==> src/rtl/cpu_pkg.sv <==
// Shared definitions for the accumulator CPU: opcode encoding and field widths.
package cpu_pkg;

    localparam int unsigned OP_W = 3;

    typedef logic [OP_W-1:0] opcode_t;

    localparam opcode_t OP_HLT = 3'b000;
    localparam opcode_t OP_SKZ = 3'b001;
    localparam opcode_t OP_ADD = 3'b010;
    localparam opcode_t OP_AND = 3'b011;
    localparam opcode_t OP_XOR = 3'b100;
    localparam opcode_t OP_LDA = 3'b101;
    localparam opcode_t OP_STO = 3'b110;
    localparam opcode_t OP_JMP = 3'b111;

endpackage : cpu_pkg

==> src/rtl/cpu_datapath_alu.sv <==
// Combinational ALU: combines the accumulator with memory read data per opcode.
module dp_alu
    import cpu_pkg::*;
#(
    parameter int unsigned DATA_W = 8
) (
    input  opcode_t           opcode_i,
    input  logic [DATA_W-1:0] acc_i,
    input  logic [DATA_W-1:0] data_i,
    output logic [DATA_W-1:0] result_o
);

    // Opcodes without an ALU function pass the accumulator through.
    always_comb begin
        result_o = acc_i;
        case (opcode_i)
            OP_ADD:  result_o = acc_i + data_i;
            OP_AND:  result_o = acc_i & data_i;
            OP_XOR:  result_o = acc_i ^ data_i;
            OP_LDA:  result_o = data_i;
            default: result_o = acc_i;
        endcase
    end

endmodule : dp_alu

==> src/rtl/cpu_datapath.sv <==
// Register-level datapath: PC, IR, accumulator and halt status, steered by
// controller strobes; exposes opcode and zero back to the controller.
module cpu_datapath
    import cpu_pkg::*;
#(
    parameter int unsigned ADDR_W = 5,
    parameter int unsigned DATA_W = 8
) (
    input  logic              clk,
    input  logic              rst,
    input  logic              load_ir,
    input  logic              inc_pc,
    input  logic              load_pc,
    input  logic              load_ac,
    input  logic              halt,
    input  logic              sel,
    input  logic [DATA_W-1:0] mem_rdata,
    output logic [ADDR_W-1:0] mem_addr,
    output logic [DATA_W-1:0] mem_wdata,
    output logic [OP_W-1:0]   opcode,
    output logic              zero,
    output logic              halted
);

    logic [ADDR_W-1:0] pc_q,  pc_d;
    logic [DATA_W-1:0] ir_q,  ir_d;
    logic [DATA_W-1:0] acc_q, acc_d;
    logic              halted_q, halted_d;

    logic [ADDR_W-1:0] operand;
    logic [DATA_W-1:0] alu_result;

    assign operand = ir_q[ADDR_W-1:0];
    assign opcode  = ir_q[DATA_W-1 -: OP_W];

    // ALU reads the registered IR, so a same-cycle IR load does not affect it.
    dp_alu #(
        .DATA_W (DATA_W)
    ) u_alu (
        .opcode_i (opcode_t'(opcode)),
        .acc_i    (acc_q),
        .data_i   (mem_rdata),
        .result_o (alu_result)
    );

    // Next-state: once halted, every register holds until reset.
    always_comb begin
        pc_d     = pc_q;
        ir_d     = ir_q;
        acc_d    = acc_q;
        halted_d = halted_q;
        if (!halted_q) begin
            if (load_pc) begin
                pc_d = operand;
            end else if (inc_pc) begin
                pc_d = pc_q + ADDR_W'(1);
            end
            if (load_ir) begin
                ir_d = mem_rdata;
            end
            if (load_ac) begin
                acc_d = alu_result;
            end
            if (halt) begin
                halted_d = 1'b1;
            end
        end
    end

    always_ff @(posedge clk) begin
        if (rst) begin
            pc_q     <= '0;
            ir_q     <= '0;
            acc_q    <= '0;
            halted_q <= 1'b0;
        end else begin
            pc_q     <= pc_d;
            ir_q     <= ir_d;
            acc_q    <= acc_d;
            halted_q <= halted_d;
        end
    end

    assign mem_addr  = sel ? pc_q : operand;
    assign mem_wdata = acc_q;
    assign zero      = (acc_q == '0);
    assign halted    = halted_q;

endmodule : cpu_datapath

==> config.mk <==
export PLATFORM = sky130hd
export DESIGN_NAME = cpu_datapath
export DESIGN_NICKNAME = d
export VERILOG_FILES = /design/src/rtl/cpu_pkg.sv /design/src/rtl/cpu_datapath_alu.sv /design/src/rtl/cpu_datapath.sv
export SDC_FILE = /design/constraint.sdc
export NUM_CORES = 1
export LEC_CHECK = 0
export ABC_CLOCK_PERIOD_IN_PS = 2400
export BUFFER_PORTS_ARGS = -buffer_cell sky130_fd_sc_hd__buf_2
export CAP_MARGIN = 0
export CORE_MARGIN = 2
export CORE_UTILIZATION = 40
export CTS_BUF_LIST = sky130_fd_sc_hd__clkbuf_4
export DETAILED_ROUTE_END_ITERATION = 7
export PLACE_DENSITY = 0.74
export SYNTH_ARGS = -nofsm -noshare
export SYNTH_HDL_FRONTEND = slang
export SYNTH_SLANG_ARGS = --single-unit
==> constraint.sdc <==
create_clock -name clk -period 2.4 [get_ports clk]
set_input_delay 0.12 -clock clk [delete_from_list [all_inputs] [get_ports clk]]
set_output_delay 0.12 -clock clk [all_outputs]
set_load 0.01 [all_outputs]
# After elaboration in Yosys (flattened, before gate mapping)

Index checks and enable logic that the tools add are counted.

Register bits after elaboration: 22
Output and inout port bits: 18
Logic and storage cells: 25

Add/sub/neg operators: 2
Equal/unequal tests: 4
Multiplexer cells: 6
Bitwise logic cells: 3
Reduce and logical (&&, ||, !) cells: 6

Operators with widths:

| operator                                            | count |
|---|---|
| one-hot mux 8 bit (4 select lines)                  | 1 |
| two-way mux 5 bit                                   | 3 |
| adder 8 bit                                         | 1 |
| bitwise AND 8 bit                                   | 1 |
| logical NOT 8 bit                                   | 1 |
| bitwise XOR 8 bit                                   | 1 |
| equality test 3 x 2 -> 1 bit, second input constant | 2 |
| equality test 3 bit, second input constant          | 2 |
| adder 5 x 1 -> 5 bit, second input constant         | 1 |
| AND reduction 2 bit                                 | 2 |
| nonzero test 4 bit                                  | 1 |
| AND reduction 3 bit                                 | 1 |
| two-way mux 1 bit                                   | 2 |
| nonzero test 2 bit                                  | 1 |
| inverter 1 bit                                      | 1 |

# Longest topological paths before layout

Gate-level depths: netlist of the first run.

Word-level depth: 3
Depth in mapped cells: 7
Depth with buffers taken out: 7

# Hierarchy

A second synthesis of the first run with hierarchy kept.

Cell total of the unflattened synthesis: 212
Area total of the unflattened synthesis: 1,701.6 um2

By module, submodules not included:

| module       | times used | cells each | area an instance (um2) |
|---|---|---|---|
| cpu_datapath | 1          | 105        | 1,018.5 |
| dp_alu       | 1          | 107        | 683.2 |

# Least setup slack after synthesis of the first run

Ideal clock, no wire load.

Path kind: reg2reg
Start point: register acc_q[0] (netlist: mem_wdata[0])
End point: register acc_q[6] (netlist: mem_wdata[6])
Library setup time: 0.120 ns
Arrival time: 1.856 ns
Data required time: 2.280 ns
Setup slack: 0.424 ns
Cell stages (with the launch flop): 8
Buffers on the path: 0
Cells stage by stage: dfxtp_1 ha_1 fa_1 a211oi_1 o21bai_1 a21oi_1 xnor2_1 a211o_1

Word-level cells in the longest chain between the ends: 2

Ends and longest elaborated chain:

| item                               | RTL line               | RTL |
|---|---|---|
| start, declared                    | cpu_datapath.sv:27     | `logic [DATA_W-1:0] acc_q, acc_d;` |
| start signal, assigned             | cpu_datapath.sv:74     | `acc_q <= '0;` |
| start signal, assigned             | cpu_datapath.sv:79     | `acc_q <= acc_d;` |
| adder 8 bit                        | cpu_datapath_alu.sv:17 | `OP_ADD: result_o = acc_i + data_i;` |
| one-hot mux 8 bit (4 select lines) | cpu_datapath_alu.sv:16 | `case (opcode_i)` |

Every way passes these cells.
A chain may end at the register's enable or synchronous reset.

# Final worst setup path of the first run

Same ends and word-level chain as after synthesis.

==> flow_metrics.tcl, run 1 <==
set metrics [dict create \
    unrepaired_setup_endpoints_after_global_routing "false" \
    regToRegSetupSlack_ns 0.28 \
    cts_tree "built" \
    setup.worst_path.start "mem_wdata[0]$_SDFFE_PP0P_" \
    min_path_type "primary input to register" \
    clock-skew-final_ns 0.00358 \
    critical_path.endpoint_type "register" \
    netlist_top_cells_area "sky130_fd_sc_hd__dfxtp_1 (29%), sky130_fd_sc_hd__ha_1 (7.4%), sky130_fd_sc_hd__nor2_1 (6.1%)" \
    timing.critical_path.arrival_ns 2.35 \
    wire_length_of_the_first_global_routing_pass_mm 6.40 \
    cts-htree-levels 1 \
    slew_violations 0 \
    layout.cells.non_filler 251 \
    ctsRootBufferMaster "sky130_fd_sc_hd__clkbuf_4" \
    core-area_um2 3660 \
    antenna-diode-count 0 \
    crit_fanout 4 \
    timing.critical_path.cells "ha_1, fa_1, a211oi_1, o21bai_1, a21oi_1, xnor2_1, a211o_1" \
    synth_edf_count 0 \
    cp.depth 7 \
    post_drt_wl_per_cell_um 15.0 \
    post_synth_instance_area_um2 1530 \
    worstPathBufferInverterCount 0 \
    critical_path.startpoint_type "register" \
    drv_cap 0 \
    row_count 22 \
    cp.required_ns 2.63 \
    syn-instance-count 174 \
    maximum_number_of_buffers_from_clock_root_to_sink 2 \
    finalHoldViolCount 0 \
    synth_nets 200 \
    initial_core_util_pct 41.7 \
    critical_path.max_stage_delay_ns 0.44 \
    criticalPathCategory "register to register" \
    track_usage_pct 19.0 \
    clock_sink_count 22 \
    drt-total-wl_mm 3.75 \
    synth_largest_type_area_fraction_pct 28.8 \
    floorplan.die.width_um 65.8 \
    post-synth-top-count-cell "sky130_fd_sc_hd__nor2_1" \
    power_per_cell_area_nw_per_um2 470 \
    gp_congestion 0.896 \
    pin_count 34 \
    crit-reg2reg-capture "mem_wdata[6]$_SDFFE_PP0P_" \
    synth.cells.most_frequent "sky130_fd_sc_hd__nor2_1 (25), sky130_fd_sc_hd__dfxtp_1 (22), sky130_fd_sc_hd__a21oi_1 (13), sky130_fd_sc_hd__ha_1 (9), sky130_fd_sc_hd__mux2i_1 (9)" \
    final_layout_size_suffix_gt1_share_pct 23.6 \
    dieHeight_um 65.8 \
    final_critical_delay_including_setup_and_external_delays_ns 2.12 \
    setup_viol 0 \
    numPortBuffers 33 \
    postLayoutCoreUtil_pct 47.2 \
    vdd.ir_drop.worst_v 0.000185 \
    slowest_library_cell_on_the_worst_path "sky130_fd_sc_hd__fa_1" \
    run_status "completed" \
    achievable-frequency_mhz 471 \
    setup_tns_ns 0 \
    antenna_found_initial 0 \
    synth_cell_types 45 \
    globalRoute.totalOverflow 0 \
    finalCritPeriodShare_pct 88.4 \
    numCtsBuffers 3 \
    synth_async_sr_flop_share_pct 0 \
    dp_cells 246 \
    synthesis.yosys.warnings 0 \
    area_enclosed_by_the_die_boundary_um2 4330 \
    syn_area_per_cell_um2 8.78 \
    critical-path-top-delay-family "compound AO/OA/AOI/OAI gates" \
    power_leakage_nw 0.814 \
    design.final.nets 230 \
    timing.rr.start "mem_wdata[0]$_SDFFE_PP0P_" \
    synth_area_leader_cell "sky130_fd_sc_hd__dfxtp_1" \
    finish.instance_area_um2 1730 \
    antenna_left 0 \
    drt_pass1_iterations 4 \
    detailed_place.area_um2 1690 \
    postSynth.topFlopCell "sky130_fd_sc_hd__dfxtp_1" \
    cts_resized 0 \
    maxSlewHeadroom_pct 61.5 \
    hpwlAfterDp_mm 2.81 \
    clock_insertion_delay_worst_skew_ns 0.32 \
    tightest_slew_ns 0.576 \
    remaining_drc_errors 0 \
    syn2layout_area_growth_pct 13.1 \
    grt_pass1_vias 1418 \
    via_count 1445 \
    worstRegToRegCells 7 \
    yosys_register_bits 22 \
    clk_pin_slew_worst_paths_ns 0.13 \
    hold-path-cell-count 3 \
    finalPower_w 0.000813 \
    drt-vias-per-instance 5.76 \
    seq_area_frac_synth_pct 28.8 \
    drt-initial-drc-count 54 \
    crit_end "mem_wdata[6]$_SDFFE_PP0P_" \
    maximum_number_of_pins_on_one_net_before_global_route_repair 23 \
]
worst reg2reg max path: cells and delay by family (launching register included):
| family | cells | cell delay [ns] |
|---|---|---|
| fa+ha+maj | 2 | 0.69 |
| compound gates | 4 | 0.89 |
| xor+xnor | 1 | 0.08 |
| flops | 1 | 0.37 |
layout by cell type (no fill, tap or decap), types with 3 or more instances in the layout:
master	instances
sky130_fd_sc_hd__a211oi_1	5
sky130_fd_sc_hd__a21o_1	3
sky130_fd_sc_hd__a21oi_1	13
sky130_fd_sc_hd__a22o_1	4
sky130_fd_sc_hd__a22oi_1	5
sky130_fd_sc_hd__and3_1	3
sky130_fd_sc_hd__buf_2	33
sky130_fd_sc_hd__clkbuf_4	3
sky130_fd_sc_hd__dfxtp_1	22
sky130_fd_sc_hd__ha_1	9
sky130_fd_sc_hd__mux2_2	5
sky130_fd_sc_hd__mux2i_1	9
sky130_fd_sc_hd__nand2_1	7
sky130_fd_sc_hd__nand3_1	3
sky130_fd_sc_hd__nor2_1	25
sky130_fd_sc_hd__nor2b_1	3
sky130_fd_sc_hd__nor3_1	4
sky130_fd_sc_hd__o21ai_0	7
sky130_fd_sc_hd__o31ai_1	3
cell families (layout without fill, tap and decap cells):
group,after synthesis,count (layout),synth area share [%]
AND/OR/NAND/NOR,51,51,15.4
multiplexers,14,14,9.58
XOR/XNOR,2,2,1.15
adder cells (fa/ha/maj),10,10,8.68
flip-flops,22,22,28.8
buffers and inverters,13,42,5.49
AO/OA/AOI/OAI,62,62,30.9
how the worst min path moves through the flow:
stage,end,startpoint,slack (ns)
floorplan,halted$_SDFF_PP0_,halt,0.24
global placement,halted$_SDFF_PP0_,halt,0.33
detailed placement,halted$_SDFF_PP0_,halt,0.33
CTS,ir_q[6]$_SDFFE_PP0P_,mem_rdata[6],0.07
global route,ir_q[5]$_SDFFE_PP0P_,mem_rdata[5],0.09
finish,ir_q[6]$_SDFFE_PP0P_,mem_rdata[6],0.06
flip-flops by register name, indices dropped and copies added, names as in the netlist:
| register | cells |
|---|---|
| ir_q | 8 |
| mem_wdata | 8 |
| halted | 1 |
| pc_q | 5 |
where the power goes:
part           leakage, nW  internal, W  switching [W]
combinational        0.619    0.0000981       0.000122
sequential           0.180     0.000385      0.0000260
clock               0.0154    0.0000611       0.000121
metal layers:
metal | wire length (um) | part of all wire, % | track usage (%)
met1 | 1800 | 48 | 24.2
met2 | 1680 | 45 | 31.1
met3 | 183 | 4.9 | 2.39
met4 | 97 | 2.6 | 9.90
met5 | 0 | 0 | 0
timing repair:
item                       CTS  global route
hold buffers                 1             0
buffers inserted             0             0
setup endpoints to repair    0             0
hold endpoints to repair     1             0
layout make-up:
| cell class | instances | area, um^2 |
|---|---|---|
| Inverter | 2 | 7.51 |
| Clock buffer | 3 | 22.5 |
| Sequential cell | 22 | 440 |
| Timing Repair Buffer | 36 | 190 |
| Clock inverter | 1 | 3.75 |
| Tap cell | 48 | 60.1 |
| Multi-Input combinational cell | 139 | 1000 |
| Fill cell | 378 | 1930 |
stage by stage:
step | hold slack [ns] | setup WS (ns)
global route | 0.0882 | 0.183
finish | 0.0641 | 0.278
floorplan | 0.236 | 0.424
detailed placement | 0.330 | 0.301
global placement | 0.327 | 0.373
CTS | 0.0674 | 0.284
Note: power is estimated with default switching activity, not from simulation.
==> run 2, diff against run 1 <==
--- a/config.mk
+++ b/config.mk
@@ -5,7 +5,7 @@
 export SDC_FILE = /design/constraint.sdc
 export NUM_CORES = 1
 export LEC_CHECK = 0
-export ABC_CLOCK_PERIOD_IN_PS = 2400
+export ABC_CLOCK_PERIOD_IN_PS = 2600
 export BUFFER_PORTS_ARGS = -buffer_cell sky130_fd_sc_hd__buf_2
 export CAP_MARGIN = 0
 export CORE_MARGIN = 2
==> constraint.sdc (replaced) <==
create_clock -name clk -period 2.6 [get_ports clk]
set_input_delay 0.13 -clock clk [delete_from_list [all_inputs] [get_ports clk]]
set_output_delay 0.13 -clock clk [all_outputs]
set_load 0.01 [all_outputs]
==> flow_metrics.tcl, run 2 (synthesis gave the netlist of run 1 again) <==
set metrics [dict create \
    final_layout_size_suffix_gt1_share_pct 23.4 \
    gp_congestion 0.898 \
    achievable-frequency_mhz 477 \
    regToRegSetupSlack_ns 0.50 \
    critical_path.max_stage_delay_ns 0.44 \
    antenna_found_initial 0 \
    setup.worst_path.start "mem_wdata[0]$_SDFFE_PP0P_" \
    internal_power_w 0.000500 \
    maximum_number_of_buffers_from_clock_root_to_sink 2 \
    hold-path-cell-count 3 \
    slowest_library_cell_on_the_worst_path "sky130_fd_sc_hd__fa_1" \
    cp.depth 7 \
    track_usage_pct 17.7 \
    cts-htree-levels 1 \
    clock_sink_count 22 \
    crit_end "mem_wdata[6]$_SDFFE_PP0P_" \
    timing.critical_path.cells "ha_1, fa_1, a211oi_1, o21bai_1, a21oi_1, xnor2_1, a211o_1" \
    design.final.nets 228 \
    fillers 388 \
    clock_insertion_delay_worst_skew_ns 0.31 \
    cts_tree "built" \
    numCtsBuffers 3 \
    floorplan.die.width_um 65.8 \
    crit-reg2reg-capture "mem_wdata[6]$_SDFFE_PP0P_" \
    hpwlAfterDp_mm 2.72 \
    ctsHoldBuffers 0 \
    cp.required_ns 2.82 \
    multi_input_comb_area_um2 1000 \
    combinationalPowerShare_pct 27.0 \
    crit_fanout 4 \
    netSwitchingFraction_pct 32.2 \
    clock-skew-final_ns 0.00933 \
    detailed_place.area_um2 1680 \
    remaining_drc_errors 0 \
    worstPathBufferInverterCount 0 \
    timing.rr.start "mem_wdata[0]$_SDFFE_PP0P_" \
    maxSlewHeadroom_pct 48.9 \
    via_count 1430 \
    tightest_slew_ns 0.765 \
    setup_tns_ns 0 \
    finalHoldViolCount 0 \
    initial_core_util_pct 41.7 \
    regArea_um2 440 \
    pin_count 34 \
    drt_pass1_iterations 4 \
    final_critical_delay_including_setup_and_external_delays_ns 2.10 \
    cts_resized 0 \
    ctsRootBufferMaster "sky130_fd_sc_hd__clkbuf_4" \
    total_switching_power_w 0.000238 \
    drt-initial-drc-count 103 \
    most-common-layout-cells "sky130_fd_sc_hd__buf_2 (33), sky130_fd_sc_hd__nor2_1 (25), sky130_fd_sc_hd__dfxtp_1 (22)" \
    critical-path-top-delay-family "compound AO/OA/AOI/OAI gates" \
    numPortBuffers 33 \
    critical_path.endpoint_type "register" \
    clk_pin_slew_worst_paths_ns 0.13 \
    criticalPathCategory "register to register" \
    maximum_number_of_pins_on_one_net_before_global_route_repair 23 \
    timing.critical_path.arrival_ns 2.32 \
    syn2layout_area_growth_pct 12.0 \
    globalRoute.totalOverflow 0 \
    worstRegToRegCells 7 \
    core-area_um2 3660 \
    area_enclosed_by_the_die_boundary_um2 4330 \
    vdd.ir_drop.worst_v 0.000192 \
    unrepaired_setup_endpoints_after_global_routing "false" \
    antenna-diode-count 0 \
    drv_cap 0 \
    drt-vias-per-instance 5.74 \
    finalCritPeriodShare_pct 80.7 \
    share_seq_of_total_power_pct 51.5 \
    finish.instance_area_um2 1710 \
    postCtsSetupBuffers 0 \
    post_drt_wl_per_cell_um 14.7 \
    power_per_cell_area_nw_per_um2 431 \
    layout_commonest_cell "sky130_fd_sc_hd__buf_2" \
    power_leakage_nw 0.805 \
    dieHeight_um 65.8 \
    power.share.clock_pct 21.5 \
    setup_viol 0 \
    grt_pass1_vias 1267 \
    min_path_type "primary input to register" \
    run_status "completed" \
    slew_violations 0 \
    row_count 22 \
    critical_path.startpoint_type "register" \
    antenna_left 0 \
    drt-total-wl_mm 3.65 \
    wire_length_of_the_first_global_routing_pass_mm 5.93 \
]
-- run 2: worst min-delay path by stage --
stage	end	from
2_1_floorplan	halted$_SDFF_PP0_	halt
3_3_place_gp	halted$_SDFF_PP0_	halt
3_5_place_dp	halted$_SDFF_PP0_	halt
4_1_cts	halted$_SDFF_PP0_	halt
5_1_grt	halted$_SDFF_PP0_	halt
6_report	halted$_SDFF_PP0_	halt
-- run 2: per-layer routing --
metal / GRT usage, % / vias to the layer above / share of wire [%]
met1: 24.1 / 670 / 49
met4: 5.73 / 0 / 0.79
met3: 2.56 / 2 / 4.9
met5: 0 / - / 0
met2: 28.7 / 41 / 45
li1: - / 717 / -
-- run 2: final cells by class --
| type | instances | share of cell area, % |
|---|---|---|
| Multi-Input combinational cell | 139 | 58.7 |
| Clock buffer | 3 | 1.32 |
| Sequential cell | 22 | 25.7 |
| Tap cell | 48 | 3.51 |
| Inverter | 2 | 0.439 |
| Clock inverter | 1 | 0.219 |
| Timing Repair Buffer | 34 | 10.1 |
-- run 2: power groups by stage --
stage | registers, W | logic (W) | clock network [W]
3_5_place_dp | 0.000387 | 0.000198 | 0
6_report | 0.000379 | 0.000199 | 0.000159
2_1_floorplan | 0.000382 | 0.000146 | 0
3_3_place_gp | 0.000387 | 0.000195 | 0
4_1_cts | 0.000380 | 0.000199 | 0.000170
5_1_grt | 0.000383 | 0.000221 | 0.000177
-- run 2: through the flow --
stage / util (%) / instances / hold slack, ns / worst slack [ns] / total power, W
3_5_place_dp: 46.0 / 245 / 0.338 / 0.538 / 0.000585
3_3_place_gp: 46.0 / 245 / 0.334 / 0.560 / 0.000582
6_report: 46.7 / 249 / 0.0250 / 0.502 / 0.000737
4_1_cts: 46.7 / 249 / 0.00870 / 0.514 / 0.000749
2_1_floorplan: - / 174 / 0.246 / 0.624 / 0.000528
5_1_grt: 46.7 / 249 / 0.0195 / 0.390 / 0.000781
-- run 2: tightest hold or removal path, delay by kind of cell --
family,cells,cell delay [ns]
simple gates,2,0.10
buf+inv,1,0.07
